$ cat src/rtl/varredura_quatro_displays.sv
`default_nettype none
// ============================================================================
// Module      : varredura_quatro_displays
// Description : Multiplexed driver for a four-digit common-anode 7-segment
//               display. Captures BCD digits plus sign on a strobe, commits
//               them at frame boundaries, scans with anti-ghosting blanking,
//               suppresses leading zeros, places a minus sign and flags
//               non-BCD digits.
// Revision    : 1.0 - initial release
// ============================================================================
module varredura_quatro_displays #(
    parameter int CICLOS_POR_DIGITO = 50000,
    parameter bit APAGA_ZEROS       = 1'b1
) (
    input  logic       clock,
    input  logic       reset,
    input  logic       atualiza,
    input  logic       negativo,
    input  logic [3:0] milhar,
    input  logic [3:0] centena,
    input  logic [3:0] dezena,
    input  logic [3:0] unidade,
    output logic [6:0] segmentos,
    output logic [3:0] anodo,
    output logic       sinal,
    output logic       invalido
);

    localparam int              c_PW     = $clog2(CICLOS_POR_DIGITO);
    localparam logic [c_PW-1:0] c_ULTIMO = c_PW'(CICLOS_POR_DIGITO - 1);
    localparam logic [6:0]      c_BRANCO = 7'b1111111;
    localparam logic [6:0]      c_MENOS  = 7'b0111111;

    // Scan position
    logic [c_PW-1:0] r_presc;
    logic [1:0]      r_indice;

    // Pending (captured) and committed (displayed) values; index 3 = milhar
    logic [3:0][3:0] r_pend;
    logic            r_pend_neg;
    logic            r_pendente;
    logic [3:0][3:0] r_com;
    logic            r_com_neg;

    logic [6:0]      r_seg;
    logic            r_sinal;
    logic            r_invalido;

    logic [3:0][3:0] w_entrada;
    logic [3:0][3:0] w_nd;
    logic            w_nneg;
    logic            w_vira;
    logic            w_fim;
    logic [1:0]      w_idx_prox;
    logic [3:0]      w_lead;
    logic [3:0]      w_pos_menos;
    logic            w_nao_zero;
    logic            w_mostra_menos;
    logic            w_sinal_prox;
    logic            w_inval_prox;
    logic [6:0]      w_seg_prox;
    logic [3:0]      w_anodo;

    assign w_entrada  = {milhar, centena, dezena, unidade};
    assign w_vira     = (r_presc == c_ULTIMO);
    assign w_fim      = w_vira && (r_indice == 2'd0);
    assign w_idx_prox = r_indice - 2'd1;

    // Value that will be committed after this edge (unchanged outside frame end)
    always_comb begin
        w_nd   = r_com;
        w_nneg = r_com_neg;
        if (w_fim) begin
            if (atualiza) begin
                w_nd   = w_entrada;
                w_nneg = negativo;
            end else if (r_pendente) begin
                w_nd   = r_pend;
                w_nneg = r_pend_neg;
            end
        end
    end

    // A position is lead when it and every more significant digit are zero;
    // non-BCD digits are nonzero so they count as significant
    assign w_lead[3] = (w_nd[3] == 4'd0);
    assign w_lead[2] = w_lead[3] && (w_nd[2] == 4'd0);
    assign w_lead[1] = w_lead[2] && (w_nd[1] == 4'd0);
    assign w_lead[0] = 1'b0;

    // The minus goes on the last lead position (just left of the first significant digit)
    assign w_pos_menos[3] = w_lead[3] && !w_lead[2];
    assign w_pos_menos[2] = w_lead[2] && !w_lead[1];
    assign w_pos_menos[1] = w_lead[1];
    assign w_pos_menos[0] = 1'b0;

    assign w_nao_zero     = |w_nd;
    assign w_mostra_menos = APAGA_ZEROS && w_nneg && w_nao_zero;
    assign w_sinal_prox   = w_nneg && w_nao_zero && (!APAGA_ZEROS || !w_lead[3]);
    assign w_inval_prox   = (w_nd[3] > 4'd9) || (w_nd[2] > 4'd9) ||
                            (w_nd[1] > 4'd9) || (w_nd[0] > 4'd9);

    function automatic logic [6:0] f_codifica(input logic [3:0] d);
        logic [6:0] s;
        case (d)
            4'd0:    s = 7'b1000000;
            4'd1:    s = 7'b1111001;
            4'd2:    s = 7'b0100100;
            4'd3:    s = 7'b0110000;
            4'd4:    s = 7'b0011001;
            4'd5:    s = 7'b0010010;
            4'd6:    s = 7'b0000010;
            4'd7:    s = 7'b1111000;
            4'd8:    s = 7'b0000000;
            4'd9:    s = 7'b0010000;
            default: s = 7'b0000110;
        endcase
        return s;
    endfunction

    // Pattern for the digit position that becomes active after the next wrap
    always_comb begin
        w_seg_prox = f_codifica(w_nd[w_idx_prox]);
        if (APAGA_ZEROS && w_lead[w_idx_prox]) begin
            w_seg_prox = (w_mostra_menos && w_pos_menos[w_idx_prox]) ? c_MENOS : c_BRANCO;
        end
    end

    // Anodes stay off during the first prescaler cycle of each digit slot
    always_comb begin
        w_anodo = 4'b1111;
        if (r_presc != '0) begin
            w_anodo[r_indice] = 1'b0;
        end
    end

    // Prescaler and digit index: milhar first, stepping down to unidade
    always_ff @(posedge clock or negedge reset) begin
        if (!reset) begin
            r_presc  <= '0;
            r_indice <= 2'd3;
        end else if (w_vira) begin
            r_presc  <= '0;
            r_indice <= w_idx_prox;
        end else begin
            r_presc  <= r_presc + c_PW'(1);
        end
    end

    // Capture into pending; commit at end of frame (a coincident strobe goes straight through)
    always_ff @(posedge clock or negedge reset) begin
        if (!reset) begin
            r_pend     <= '0;
            r_pend_neg <= 1'b0;
            r_pendente <= 1'b0;
            r_com      <= '0;
            r_com_neg  <= 1'b0;
            r_sinal    <= 1'b0;
            r_invalido <= 1'b0;
        end else if (w_fim) begin
            r_com      <= w_nd;
            r_com_neg  <= w_nneg;
            r_pendente <= 1'b0;
            r_sinal    <= w_sinal_prox;
            r_invalido <= w_inval_prox;
        end else if (atualiza) begin
            r_pend     <= w_entrada;
            r_pend_neg <= negativo;
            r_pendente <= 1'b1;
        end
    end

    // Segment register loads the new position's pattern as the slot begins
    always_ff @(posedge clock or negedge reset) begin
        if (!reset) begin
            r_seg <= c_BRANCO;
        end else if (w_vira) begin
            r_seg <= w_seg_prox;
        end
    end

    assign segmentos = r_seg;
    assign anodo     = w_anodo;
    assign sinal     = r_sinal;
    assign invalido  = r_invalido;

endmodule
`default_nettype wire

$ cat config.mk
export PLATFORM = sky130hd
export DESIGN_NAME = varredura_quatro_displays
export DESIGN_NICKNAME = d
export VERILOG_FILES = /design/src/rtl/varredura_quatro_displays.sv
export SDC_FILE = /design/constraint.sdc
export NUM_CORES = 1
export LEC_CHECK = 0
export ABC_AREA = 1
export BUFFER_PORTS_ARGS = -buffer_cell sky130_fd_sc_hd__buf_2
export CAP_MARGIN = 20
export CORE_MARGIN = 2
export CORE_UTILIZATION = 55
export CTS_CLUSTER_DIAMETER = 80
export DETAILED_ROUTE_END_ITERATION = 10
export PLACE_DENSITY = 0.73
export SYNTH_ARGS = -nofsm -noshare
export SYNTH_HDL_FRONTEND = slang
export SYNTH_SLANG_ARGS = --single-unit
$ cat constraint.sdc
create_clock -name clock -period 7.6 [get_ports clock]
set_clock_uncertainty 0.15 [all_clocks]
set_input_delay 1.14 -clock clock [delete_from_list [all_inputs] [get_ports clock]]
set_output_delay 1.14 -clock clock [all_outputs]
set_load 0.03 [all_outputs]
==> insert_results.sql, run 1 <==
INSERT INTO impl_metrics (metric_group, metric, value, unit) VALUES
('pwr', 'internal_power', '472', 'uW'),
('synth', 'cell_count_after_synthesis', '534', ''),
('cts', 'root_buffer', 'clkbuf_8', ''),
('drt', 'detailedRoute.firstIterationViolations', '176', ''),
('pwr', 'power_switching', '156', 'uW'),
('timing', 'grt_setup_unrepaired', 'no', ''),
('placement', 'post-dp-hpwl', '6420', 'um'),
('synth', 'post-synth-top-area-cell', 'dfrtp_1', ''),
('placement', 'preCtsSetupSlack', '3900', 'ps'),
('cts', 'numClockSinks', '62', ''),
('cts', 'clock_latency', '350', 'ps'),
('synth', 'synth.distinct_cells', '38', ''),
('cts', 'cts-root-to-sink-buffers', '2', ''),
('critical_path', 'rr_worst_depth', '16', ''),
('cts', 'cts_h_tree_depth', '3', ''),
('cells_and_area', 'post_route_cells_drive_above_1_share', '19.4', '%'),
('cells_and_area', 'layout_commonest_cell', 'nand2_1', ''),
('floorplanning', 'floorplan.rows', '30', ''),
('critical_path', 'cp-start-kind', 'flop', ''),
('flow_run', 'max-cap-violations', '0', ''),
('timing', 'finalHoldWorstSlack', '326', 'ps'),
('cts', 'cts_tree', 'built', ''),
('cts', 'cts.repair.resized', '0', ''),
('critical_path', 'worst_ep_required_time', '7730', 'ps'),
('pwr', 'worst_ir_drop_vdd', '0.0985', 'mV'),
('cells_and_area', 'final_cell_mix', 'nand2_1 (158), inv_1 (69), nor2_1 (55)', ''),
('critical_path', 'r2r_start', 'r_indice[0]$_DFFE_PN1N_', ''),
('timing', 'max_slew.worst_pin.slew', '802', 'ps'),
('cells_and_area', 'final_core_utilization', '62.5', '%'),
('cts', 'cts_setup_buffers', '0', ''),
('synth', 'synth-warning-count', '0', ''),
('drt', 'vias', '3458', ''),
('grt', 'grt_pass1_vias', '3360', ''),
('pwr', 'power_frac_clock', '38.5', '%'),
('timing', 'max_freq', '282', 'MHz'),
('hold_path', 'hold_path_depth', '2', ''),
('pwr', 'power.density', '147', 'nW/um2'),
('synth', 'synth.area.top_cells', 'dfrtp_1 (34%), nand2_1 (15%), inv_1 (6.6%)', ''),
('drt', 'routed_wire_length_per_instance', '13.2', 'um'),
('synth', 'netlist_area', '3910', 'um2'),
('drt', 'viasPerCell', '5.21', ''),
('critical_path', 'timing.reg2reg.setup_slack', '4050', 'ps'),
('cts', 'path_clk_slew', '60', 'ps'),
('drt', 'postRouteWirelength', '8780', 'um'),
('pwr', 'total_leakage_power', '0.00221', 'uW'),
('grt', 'globalRouteTotalUtil', '25.2', '%'),
('grt', 'grt_first_pass_wirelength', '15200', 'um'),
('cells_and_area', 'syn_to_final_growth', '9.29', '%'),
('critical_path', 'cp-startpoint', 'r_indice[0]$_DFFE_PN1N_', ''),
('critical_path', 'timing.setup.critical_path_class', 'flop to flop', ''),
('status', 'run_status', 'complete, no violations', ''),
('floorplanning', 'fp.dieArea', '7800', 'um2'),
('synth', 'yosysTopAreaCellShare', '33.9', '%'),
('timing', 'accumulated_negative_setup_slack', '0', 'ps'),
('synth', 'synth-seq-area-share', '40.0', '%'),
('pwr', 'power.share.sequential', '54.8', '%'),
('synth', 'postSynthAreaPerCell', '7.32', 'um2'),
('timing', 'timing.final.crit_period', '3550', 'ps'),
('synth', 'postSynthNetCount', '565', ''),
('critical_path', 'cp-endpoint', 'segmentos[4]$_DFFE_PN1N_', ''),
('timing', 'timing_max_transition_violations_final', '0', ''),
('drt', 'first_pass_iters', '5', ''),
('timing', 'worst_slew_margin_rel', '46.5', '%'),
('placement', 'finalWeightedCongestion', '0.925', ''),
('pwr', 'combPwrFrac', '6.7', '%'),
('drt', 'drt_drc_violations_left', '0', ''),
('pwr', 'post-layout-total-power', '628', 'uW'),
('grt', 'grt_remaining_overflow', '0', ''),
('grt', 'grt_antenna_before_repair', '0', ''),
('cts', 'cts_made_buffers', '9', ''),
('timing', 'timing.final.crit_share', '46.7', '%');
-- how the worst min path moves through the flow --
stage                                   from                       end  slack (ps)
floorplan              r_pend[0]$_DFFE_PN0P_     r_pend[0]$_DFFE_PN0P_         300
CTS                 segmentos[4]$_DFFE_PN1N_  segmentos[4]$_DFFE_PN1N_         330
detailed placement  segmentos[4]$_DFFE_PN1N_  segmentos[4]$_DFFE_PN1N_         320
global placement    segmentos[4]$_DFFE_PN1N_  segmentos[4]$_DFFE_PN1N_         300
global route        segmentos[4]$_DFFE_PN1N_  segmentos[4]$_DFFE_PN1N_         340
finish              segmentos[4]$_DFFE_PN1N_  segmentos[4]$_DFFE_PN1N_         330
-- power groups by stage --
stage                     clock (uW)  combinational (uW)  sequential [uW]
after floorplan                    0                25.8              348
after global placement             0                42.1              350
after detailed placement           0                43.1              350
after CTS                        244                43.2              344
after global routing             260                49.8              345
final                            242                42.3              344
-- logic make-up (layout without fill, tap and decap cells) --
kind of cell	count (synthesis)	after routing	share of synthesized area, %
mux	10	10	2.88
xor+xnor	4	4	0.896
fa+ha+maj	11	11	3.52
compound gates	57	57	8.58
flops	62	62	40.0
buf+inv	91	125	9.41
simple gates	299	299	34.7
-- cells in the mapped netlist --
master and instances:
a21oi_1 13, a21oi_2 3, a221oi_1 1, a31oi_1 1, and2_1 1, buf_1 2
buf_2 8, buf_4 1, buf_6 1, clkbuf_1 2, clkinv_4 1, dfrtp_1 53
dfstp_2 9, ha_1 11, inv_1 69, inv_2 7, mux2_2 10, nand2_1 158
nand2_2 17, nand2_4 2, nand3_1 37, nand3_2 2, nand4_1 6, nand4_2 1
nor2_1 55, nor2_2 5, nor2_4 8, nor3_1 2, nor3b_1 3, nor4_1 2
o211ai_1 3, o21a_1 2, o21ai_0 23, o21ai_1 3, o21ai_4 1, o21bai_1 1
o22ai_1 6, xor2_1 4
-- registers in the layout, indices dropped and copies added, names as in the netlist --
name	flops
invalido	1
segmentos	7
sinal	1
r_presc	16
r_pend_neg	1
r_com_neg	1
r_pendente	1
r_com	16
r_pend	16
r_indice	2
-- metrics by stage --
stage               cell area, um2  cells
floorplan                     3910    534
global placement              4120    649
detailed placement            4120    649
CTS                           4270    664
global route                  4270    664
finish                        4270    664
-- per-layer routing --
layer / global-route usage (%) / routed length [um]
met1: 33.0 / 4110
met2: 41.4 / 4200
met3: 6.06 / 338
met4: 8.13 / 133
met5: 0 / 0
-- worst max-delay path: stages, from the launching register on --
cell      delay (ps)
dfstp_2          450
inv_1            400
ha_1             620
nand3_2          420
inv_2            210
nand2_1           60
nand2_1          100
nand2_1           50
nand3_1           90
nand2_1          150
inv_1            130
ha_1             180
nand3_1          110
nand2_1           90
nor2_1            40
o21bai_1         130
nand2_1           70
-- final cells by class --
class                           instances  area (um2)
Fill cell                             656        2560
Tap cell                               96         120
Multi-Input combinational cell        381        1980
Timing Repair Buffer                   33         168
Clock buffer                           13         139
Inverter                               77         294
Clock inverter                          2        10.0
Sequential cell                        62        1560
Note: power is estimated with default switching activity, not from simulation.
==> run 2: changes to the inputs <==
- ABC_AREA: 1 -> 0
- CORE_UTILIZATION: 55 -> 54
- PLACE_DENSITY: 0.73 -> 0.76
- clock period: 7.6 -> 3.1 ns (I/O delays scaled with it)
==> run 2 against run 1 <==
  * The flow now finishes with violations (setup timing)
  * Via count fell by 3.3%
  * Sequential share of layout area fell by 3.1 points
  * Critical endpoint is now segmentos[6]$_DFFE_PN1N_
  * Register-to-register slack got worse by 4300 ps
  * Flip-flop and latch count did not move
  * Design area rose by 9.4%
  * Clock-buffer cell count did not move
  * Sequential power rose by 150%
  * Power rose to 2.7 times the previous value
  * Maximum frequency rose by 4.8%
  * Critical path depth fell by 5
  * Non-clock buffer count rose by 74
  * Global-route usage rose by 3.9 points
==> insert_results.sql, run 2 <==
INSERT INTO impl_metrics (metric_group, metric, value, unit) VALUES
('status', 'run_status', 'complete, but fails checks', ''),
('status', 'violations', 'setup timing', ''),
('cells_and_area', 'layout_commonest_cell', 'buf_4', ''),
('synth', 'post_synth_edffs', '0', ''),
('pwr', 'power_switching', '402', 'uW'),
('synth', 'synthTopCellsByCount', 'dfrtp_1 (53), nor2_1 (43), nand2_1 (26), o21ai_0 (22), mux2_2 (17)', ''),
('cells_and_area', 'final_core_utilization', '74.0', '%'),
('synth', 'yosysTopAreaCellShare', '37.6', '%'),
('drt', 'antenna_left', '0', ''),
('timing', 'max_slew.worst_pin.slew', '853', 'ps'),
('timing', 'timing.final.crit_share', '109', '%'),
('timing', 'grt_setup_unrepaired', 'yes', ''),
('cells_and_area', 'final_cell_mix', 'buf_4 (67), dfrtp_1 (53), nor2_1 (41)', ''),
('critical_path', 'cp-start-kind', 'flop', ''),
('timing', 'max_freq', '295', 'MHz'),
('floorplanning', 'io_pins', '33', ''),
('drt', 'drt_drc_violations_left', '0', ''),
('cts', 'cts-root-to-sink-buffers', '2', ''),
('cells_and_area', 'fillerInstances', '418', ''),
('cts', 'numClockSinks', '62', ''),
('placement', 'post-dp-hpwl', '6930', 'um'),
('pwr', 'internal_power', '1310', 'uW'),
('synth', 'postSynthAreaPerCell', '9.87', 'um2'),
('synth', 'synth-warning-count', '0', ''),
('critical_path', 'endpoint_kind', 'flop', ''),
('pwr', 'p_sw_share', '23.5', '%'),
('critical_path', 'timing.setup.critical_path_class', 'flop to flop', ''),
('grt', 'grt_use_met3', '7.18', '%'),
('synth', 'postSynth.asyncResetShare', '100', '%'),
('floorplanning', 'initial_core_util', '55.8', '%'),
('timing', 'final-setup-viol-count', '8', ''),
('floorplanning', 'width_of_the_chip', '84.8', 'um'),
('cells_and_area', 'syn_to_final_growth', '32.5', '%'),
('grt', 'pin_count_of_the_biggest_net_entering_global_routing', '33', ''),
('synth', 'netlist_area', '3520', 'um2'),
('pwr', 'power.share.sequential', '49.2', '%'),
('critical_path', 'reg2reg_to', 'segmentos[6]$_DFFE_PN1N_', ''),
('grt', 'grt_pass1_vias', '3308', ''),
('grt', 'globalRouteTotalUtil', '29.1', '%'),
('critical_path', 'rr_worst_depth', '11', ''),
('floorplanning', 'floorplan.rows', '29', ''),
('synth', 'synth.distinct_cells', '63', ''),
('cts', 'cts_h_tree_depth', '3', ''),
('cts', 'cts_tree', 'built', ''),
('critical_path', 'worst_ep_required_time', '3230', 'ps'),
('grt', 'globalRoute.busiestLayer', 'met2', ''),
('pwr', 'worst_ir_drop_vdd', '0.254', 'mV'),
('cts', 'cts_made_buffers', '9', ''),
('grt', 'grtUsageMet1', '37.4', '%'),
('cts', 'clock_latency', '350', 'ps'),
('floorplanning', 'placeable_area', '6310', 'um2'),
('drt', 'viasPerCell', '6.17', ''),
('timing', 'timing.final.hold_violations', '0', ''),
('synth', 'post-synth-top-area-cell', 'dfrtp_1', ''),
('cells_and_area', 'biggestRegsByFlops', 'r_com x16, r_pend x16, r_presc x16', ''),
('grt', 'grt_first_pass_wirelength', '16400', 'um'),
('drt', 'routed_wire_length_per_instance', '19.0', 'um'),
('synth', 'synth_seq_cells', '62', ''),
('critical_path', 'critical_path.max_fanout', '5', ''),
('cells_and_area', 'finish.net_count', '491', ''),
('flow_run', 'max-cap-violations', '0', ''),
('critical_path', 'timing.reg2reg.setup_slack', '-280', 'ps'),
('critical_path', 'worst-endpoint-arrival', '3520', 'ps'),
('floorplanning', 'die_h', '84.8', 'um'),
('timing', 'timing_max_transition_violations_final', '0', ''),
('cells_and_area', 'post_route_cells_drive_above_1_share', '41.3', '%'),
('cells_and_area', 'num_antenna_cells', '0', ''),
('placement', 'finalWeightedCongestion', '0.969', ''),
('critical_path', 'r2r_start', 'r_presc[13]$_DFF_PN0_', ''),
('grt', 'grt_remaining_overflow', '0', ''),
('timing', 'accumulated_negative_setup_slack', '-1500', 'ps'),
('cts', 'path_clk_slew', '80', 'ps'),
('drt', 'vias', '3343', ''),
('hold_path', 'hold_path.class', 'input pin to asynchronous set/reset pin', ''),
('floorplanning', 'fp.dieArea', '7190', 'um2'),
('synth', 'synth.area.top_cells', 'dfrtp_1 (38%), dfstp_2 (6.7%), mux2_2 (5.4%)', ''),
('synth', 'cell_count_after_synthesis', '357', ''),
('drt', 'first_pass_iters', '5', ''),
('placement', 'preCtsSetupSlack', '-326', 'ps'),
('timing', 'worst_slew_margin_rel', '42.9', '%'),
('pwr', 'power.density', '367', 'nW/um2'),
('grt', 'grt_antenna_before_repair', '0', ''),
('placement', 'placement.io_buffers', '32', ''),
('synth', 'synth_ff_type', 'dfrtp_1', ''),
('pwr', 'power_frac_clock', '44.6', '%'),
('timing', 'finalWorstSetupSlack', '-285', 'ps'),
('drt', 'detailedRoute.firstIterationViolations', '363', ''),
('pwr', 'total_leakage_power', '0.00214', 'uW'),
('timing', 'timing.final.crit_period', '3380', 'ps'),
('pwr', 'combPwrFrac', '6.2', '%'),
('drt', 'postRouteWirelength', '10300', 'um'),
('grt', 'met2_usage', '48.0', '%'),
('synth', 'postSynthNetCount', '388', ''),
('synth', 'synth-seq-area-share', '44.3', '%'),
('cts', 'root_buffer', 'clkbuf_8', ''),
('synth', 'yosysMostFrequentCell', 'dfrtp_1', '');
==> run 2: metrics by stage <==
step	instance area (um2)	hold slack (ps)	cells	total power (uW)
2_1_floorplan	3560	19.4	357	909
6_report	4670	23.0	542	1720
3_3_place_gp	4190	305	511	961
5_1_grt	4670	68.2	542	1780
3_5_place_dp	4190	322	511	964
4_1_cts	4570	44.8	539	1720
==> run 2: how the worst max path moves through the flow <==
stage                     slack [ps]                        to                   from
after global routing            -400  segmentos[6]$_DFFE_PN1N_  r_presc[13]$_DFF_PN0_
final                           -280  segmentos[6]$_DFFE_PN1N_  r_presc[13]$_DFF_PN0_
after detailed placement        -330  segmentos[6]$_DFFE_PN1N_  r_presc[13]$_DFF_PN0_
after global placement          -220  segmentos[1]$_DFFE_PN1N_  r_presc[13]$_DFF_PN0_
after CTS                       -170  segmentos[4]$_DFFE_PN1N_  r_presc[13]$_DFF_PN0_
after floorplan                    5  segmentos[4]$_DFFE_PN1N_  r_presc[13]$_DFF_PN0_
==> run 2: power groups by stage <==
stage,clock [uW],combinational [uW],sequential (uW)
5_1_grt,818,119,846
3_3_place_gp,0,104,857
6_report,766,107,844
2_1_floorplan,0,52.7,856
3_5_place_dp,0,105,859
4_1_cts,768,106,844
==> run 2: worst max-delay path: stages, from the launching register on <==
cell	delay, ps
dfrtp_1	390
or4_4	560
buf_6	140
nor3_4	240
and3_1	380
a221o_1	250
mux2i_1	110
o221a_4	300
buf_4	150
buf_6	120
a211oi_1	320
mux2_2	220
==> run 2: cells by family after synthesis <==
kind of cell             Yosys count  synth area share [%]
AND/OR/NAND/NOR                  127                  18.6
buffers and inverters             32                  4.29
flip-flops                        62                  44.3
XOR/XNOR                          14                  3.48
AO/OA/AOI/OAI                     84                  16.6
multiplexers                      27                  8.77
adder cells (fa/ha/maj)           11                  3.90
==> run 2: layout make-up <==
class / count / area, um2 / area share [%]
Multi-Input combinational cell: 263 / 1970 / 42.3
Clock buffer: 13 / 169 / 3.62
Clock inverter: 3 / 42.5 / 0.911
Sequential cell: 62 / 1560 / 33.5
Timing Repair Buffer: 107 / 762 / 16.3
Inverter: 17 / 63.8 / 1.37
Tap cell: 77 / 96.3 / 2.06
==> run 2: routing by layer <==
metal	share of wire, %	wire length (um)
met5	0	0
met4	2.5	261
met3	8.0	818
met2	49	5070
met1	40	4130
==> run 2: timing repair <==
| item | 4_1_cts | 5_1_grt |
|---|---|---|
| hold buffers | 0 | 0 |
| buffers inserted | 12 | 3 |
| pin swaps | 9 | 6 |
| endpoints found under the hold margin | 0 | 0 |
| endpoints found under the setup margin | 7 | 8 |
| gates resized for setup | 20 | 17 |
==> run 3: changes to the inputs <==
- ABC_AREA: 0 -> 1
- BUFFER_PORTS_ARGS: -buffer_cell sky130_fd_sc_hd__buf_2 -> -buffer_cell sky130_fd_sc_hd__buf_4
- PLACE_DENSITY: 0.76 -> 0.75
==> run 3 against run 2 <==
  * The run now ends clean
  * Critical endpoint is now segmentos[4]$_DFFE_PN1N_
  * Highest routed layer unchanged
  * Non-clock buffer count decreased by 65
  * Utilization decreased by 12 points
  * Largest power group unchanged
  * Clock-buffer cell count increased by 2
  * Design area decreased by 4.6%
  * Sequential share of layout area increased by 1.6 points
  * Register-to-register slack improved by 710 ps
==> insert_results.sql, run 3 (synthesis gave the netlist of run 1 again) <==
INSERT INTO impl_metrics (metric_group, metric, value, unit) VALUES
('cts', 'postCtsHoldBufs', '0', ''),
('floorplanning', 'floorplan.rows', '31', ''),
('flow_run', 'max-cap-violations', '0', ''),
('cts', 'path_clk_slew', '70', 'ps'),
('grt', 'grt_remaining_overflow', '0', ''),
('cells_and_area', 'final_cell_mix', 'nand2_1 (158), inv_1 (69), nor2_1 (55)', ''),
('cells_and_area', 'layout_commonest_cell', 'nand2_1', ''),
('pwr', 'internal_power', '1240', 'uW'),
('floorplanning', 'width_of_the_chip', '89.1', 'um'),
('cts', 'cts_tree', 'built', ''),
('cells_and_area', 'syn_to_final_growth', '14.0', '%'),
('critical_path', 'cp-start-kind', 'flop', ''),
('cells_and_area', 'final_core_utilization', '62.4', '%'),
('cts', 'cts_setup_buffers', '0', ''),
('timing', 'accumulated_negative_setup_slack', '0', 'ps'),
('timing', 'timing.final.crit_period', '2670', 'ps'),
('critical_path', 'worst_path_largest_cell_delay', '390', 'ps'),
('floorplanning', 'io_pins', '33', ''),
('pwr', 'total_leakage_power', '0.00230', 'uW'),
('grt', 'pin_count_of_the_biggest_net_entering_global_routing', '63', ''),
('cells_and_area', 'num_antenna_cells', '0', ''),
('pwr', 'p_sw_share', '23.9', '%'),
('drt', 'viasPerCell', '5.14', ''),
('drt', 'routed_wire_length_per_instance', '13.2', 'um'),
('drt', 'vias', '3480', ''),
('cts', 'cts-root-to-sink-buffers', '2', ''),
('critical_path', 'cpMostUsedCell', 'nand2_1', ''),
('cells_and_area', 'biggestRegsByFlops', 'r_com x16, r_pend x16, r_presc x16', ''),
('timing', 'timing.final.hold_violations', '0', ''),
('drt', 'detailedRoute.firstIterationViolations', '201', ''),
('critical_path', 'timing.setup.critical_path_class', 'flop to flop', ''),
('cts', 'cts_h_tree_depth', '3', ''),
('critical_path', 'critical_path.max_fanout', '6', ''),
('cells_and_area', 'finish.net_count', '604', ''),
('cts', 'cts_made_buffers', '9', ''),
('floorplanning', 'initial_core_util', '54.8', '%'),
('timing', 'worst_slew_margin_rel', '47.9', '%'),
('floorplanning', 'fp.dieArea', '7930', 'um2'),
('timing', 'max_freq', '374', 'MHz'),
('timing', 'timing.final.crit_share', '86.3', '%'),
('floorplanning', 'placeable_area', '7140', 'um2'),
('grt', 'globalRouteTotalUtil', '24.5', '%'),
('critical_path', 'worstPathCellList', 'ha_1 -> nand2_1 -> nor2_4 -> nand3_1 -> nor2_4 -> nand3_1 -> nand2_1 -> nand2_1 -> nand3_1 -> nand2_1 -> inv_1 -> ha_1 -> nand3_1 -> nand2_1 -> nor2_1 -> o21bai_1 -> nand2_1', ''),
('critical_path', 'endpoint_kind', 'flop', ''),
('timing', 'final-setup-viol-count', '0', ''),
('critical_path', 'timing.critical_path.slowest_stage_cell', 'dfrtp_1', ''),
('drt', 'antenna_left', '0', ''),
('drt', 'drt_drc_violations_left', '0', ''),
('pwr', 'worst_ir_drop_vdd', '0.272', 'mV'),
('timing', 'max_slew.worst_pin.slew', '782', 'ps'),
('critical_path', 'worst-endpoint-arrival', '2800', 'ps'),
('floorplanning', 'die_h', '89.1', 'um'),
('pwr', 'post-layout-total-power', '1620', 'uW'),
('cts', 'cts.repair.resized', '0', ''),
('grt', 'grt_pass1_vias', '3176', ''),
('pwr', 'power_frac_clock', '41.1', '%'),
('pwr', 'power.share.sequential', '51.9', '%'),
('pwr', 'power.density', '365', 'nW/um2'),
('placement', 'placement.io_buffers', '32', ''),
('pwr', 'power_switching', '388', 'uW'),
('cts', 'clock_latency', '350', 'ps'),
('grt', 'grt_antenna_before_repair', '0', ''),
('cts', 'numClockSinks', '62', ''),
('status', 'run_status', 'complete, no violations', ''),
('critical_path', 'worst_ep_required_time', '3230', 'ps'),
('timing', 'timing_max_transition_violations_final', '0', ''),
('placement', 'post-dp-hpwl', '6510', 'um'),
('drt', 'postRouteWirelength', '8910', 'um'),
('drt', 'first_pass_iters', '5', ''),
('grt', 'grt_first_pass_wirelength', '15000', 'um'),
('hold_path', 'hold_path.class', 'input pin to asynchronous set/reset pin', ''),
('pwr', 'combPwrFrac', '7.0', '%'),
('placement', 'finalWeightedCongestion', '0.897', ''),
('cts', 'root_buffer', 'clkbuf_8', ''),
('cells_and_area', 'post_route_cells_drive_above_1_share', '20.9', '%'),
('timing', 'grt_setup_unrepaired', 'no', '');
-- run 3: path summary, 6_finish.rpt --
check / end / slack, ps / cells after the start / startpoint
worst max-delay path: segmentos[4]$_DFFE_PN1N_ / 430 / 17 / r_presc[0]$_DFF_PN0_
worst min-delay path: r_pend[11]$_DFFE_PN0P_ / 50 / 1 / reset
worst max register to register: segmentos[4]$_DFFE_PN1N_ / 430 / 17 / r_presc[0]$_DFF_PN0_
worst min register to register: segmentos[4]$_DFFE_PN1N_ / 320 / 2 / segmentos[4]$_DFFE_PN1N_
max in group asynchronous: r_presc[13]$_DFF_PN0_ / 2240 / 1 / reset
min in group clock: r_pend_neg$_DFFE_PN0P_ / 210 / 2 / negativo
-- run 3: worst max-delay path, delay by kind of cell (launching register included) --
kind / cells / cell delay, ps
simple gates: 13 / 1420
buf+inv: 1 / 130
compound gates: 1 / 120
fa+ha+maj: 2 / 400
flops: 1 / 390
-- run 3: metal layers --
| metal | track usage (%) | vias to the layer above | routed length, um |
|---|---|---|---|
| met2 | 37.9 | 97 | 4080 |
| met3 | 4.80 | 15 | 408 |
| met1 | 34.4 | 1617 | 4240 |
| met4 | 8.82 | 0 | 180 |
| met5 | 0 | - | 0 |
| li1 | - | 1751 | - |
-- run 3: power groups by stage --
stage	Clock (uW)	Combinational, uW	Sequential [uW]
floorplan	0	63.3	854
global placement	0	113	857
detailed placement	0	115	858
CTS	684	115	843
global route	721	130	845
finish	668	113	843
-- run 3: area by class of cell --
class                   count  area [um2]
clock buffers              15         176
clock inverters             1        5.00
fillers                   684        2680
inverters                  77         294
multi-input cells         381        1980
flip-flops and latches     62        1560
well taps                  99         124
repair buffers             42         315
-- run 3: metrics by stage --
step                instances  area (um2)  hold slack (ps)  setup slack [ps]
floorplan                 534        3910             19.4               551
global placement          661        4270              308               531
detailed placement        661        4270              307               462
CTS                       677        4450             85.0               438
global route              677        4450              127               143
finish                    677        4450             54.0               426
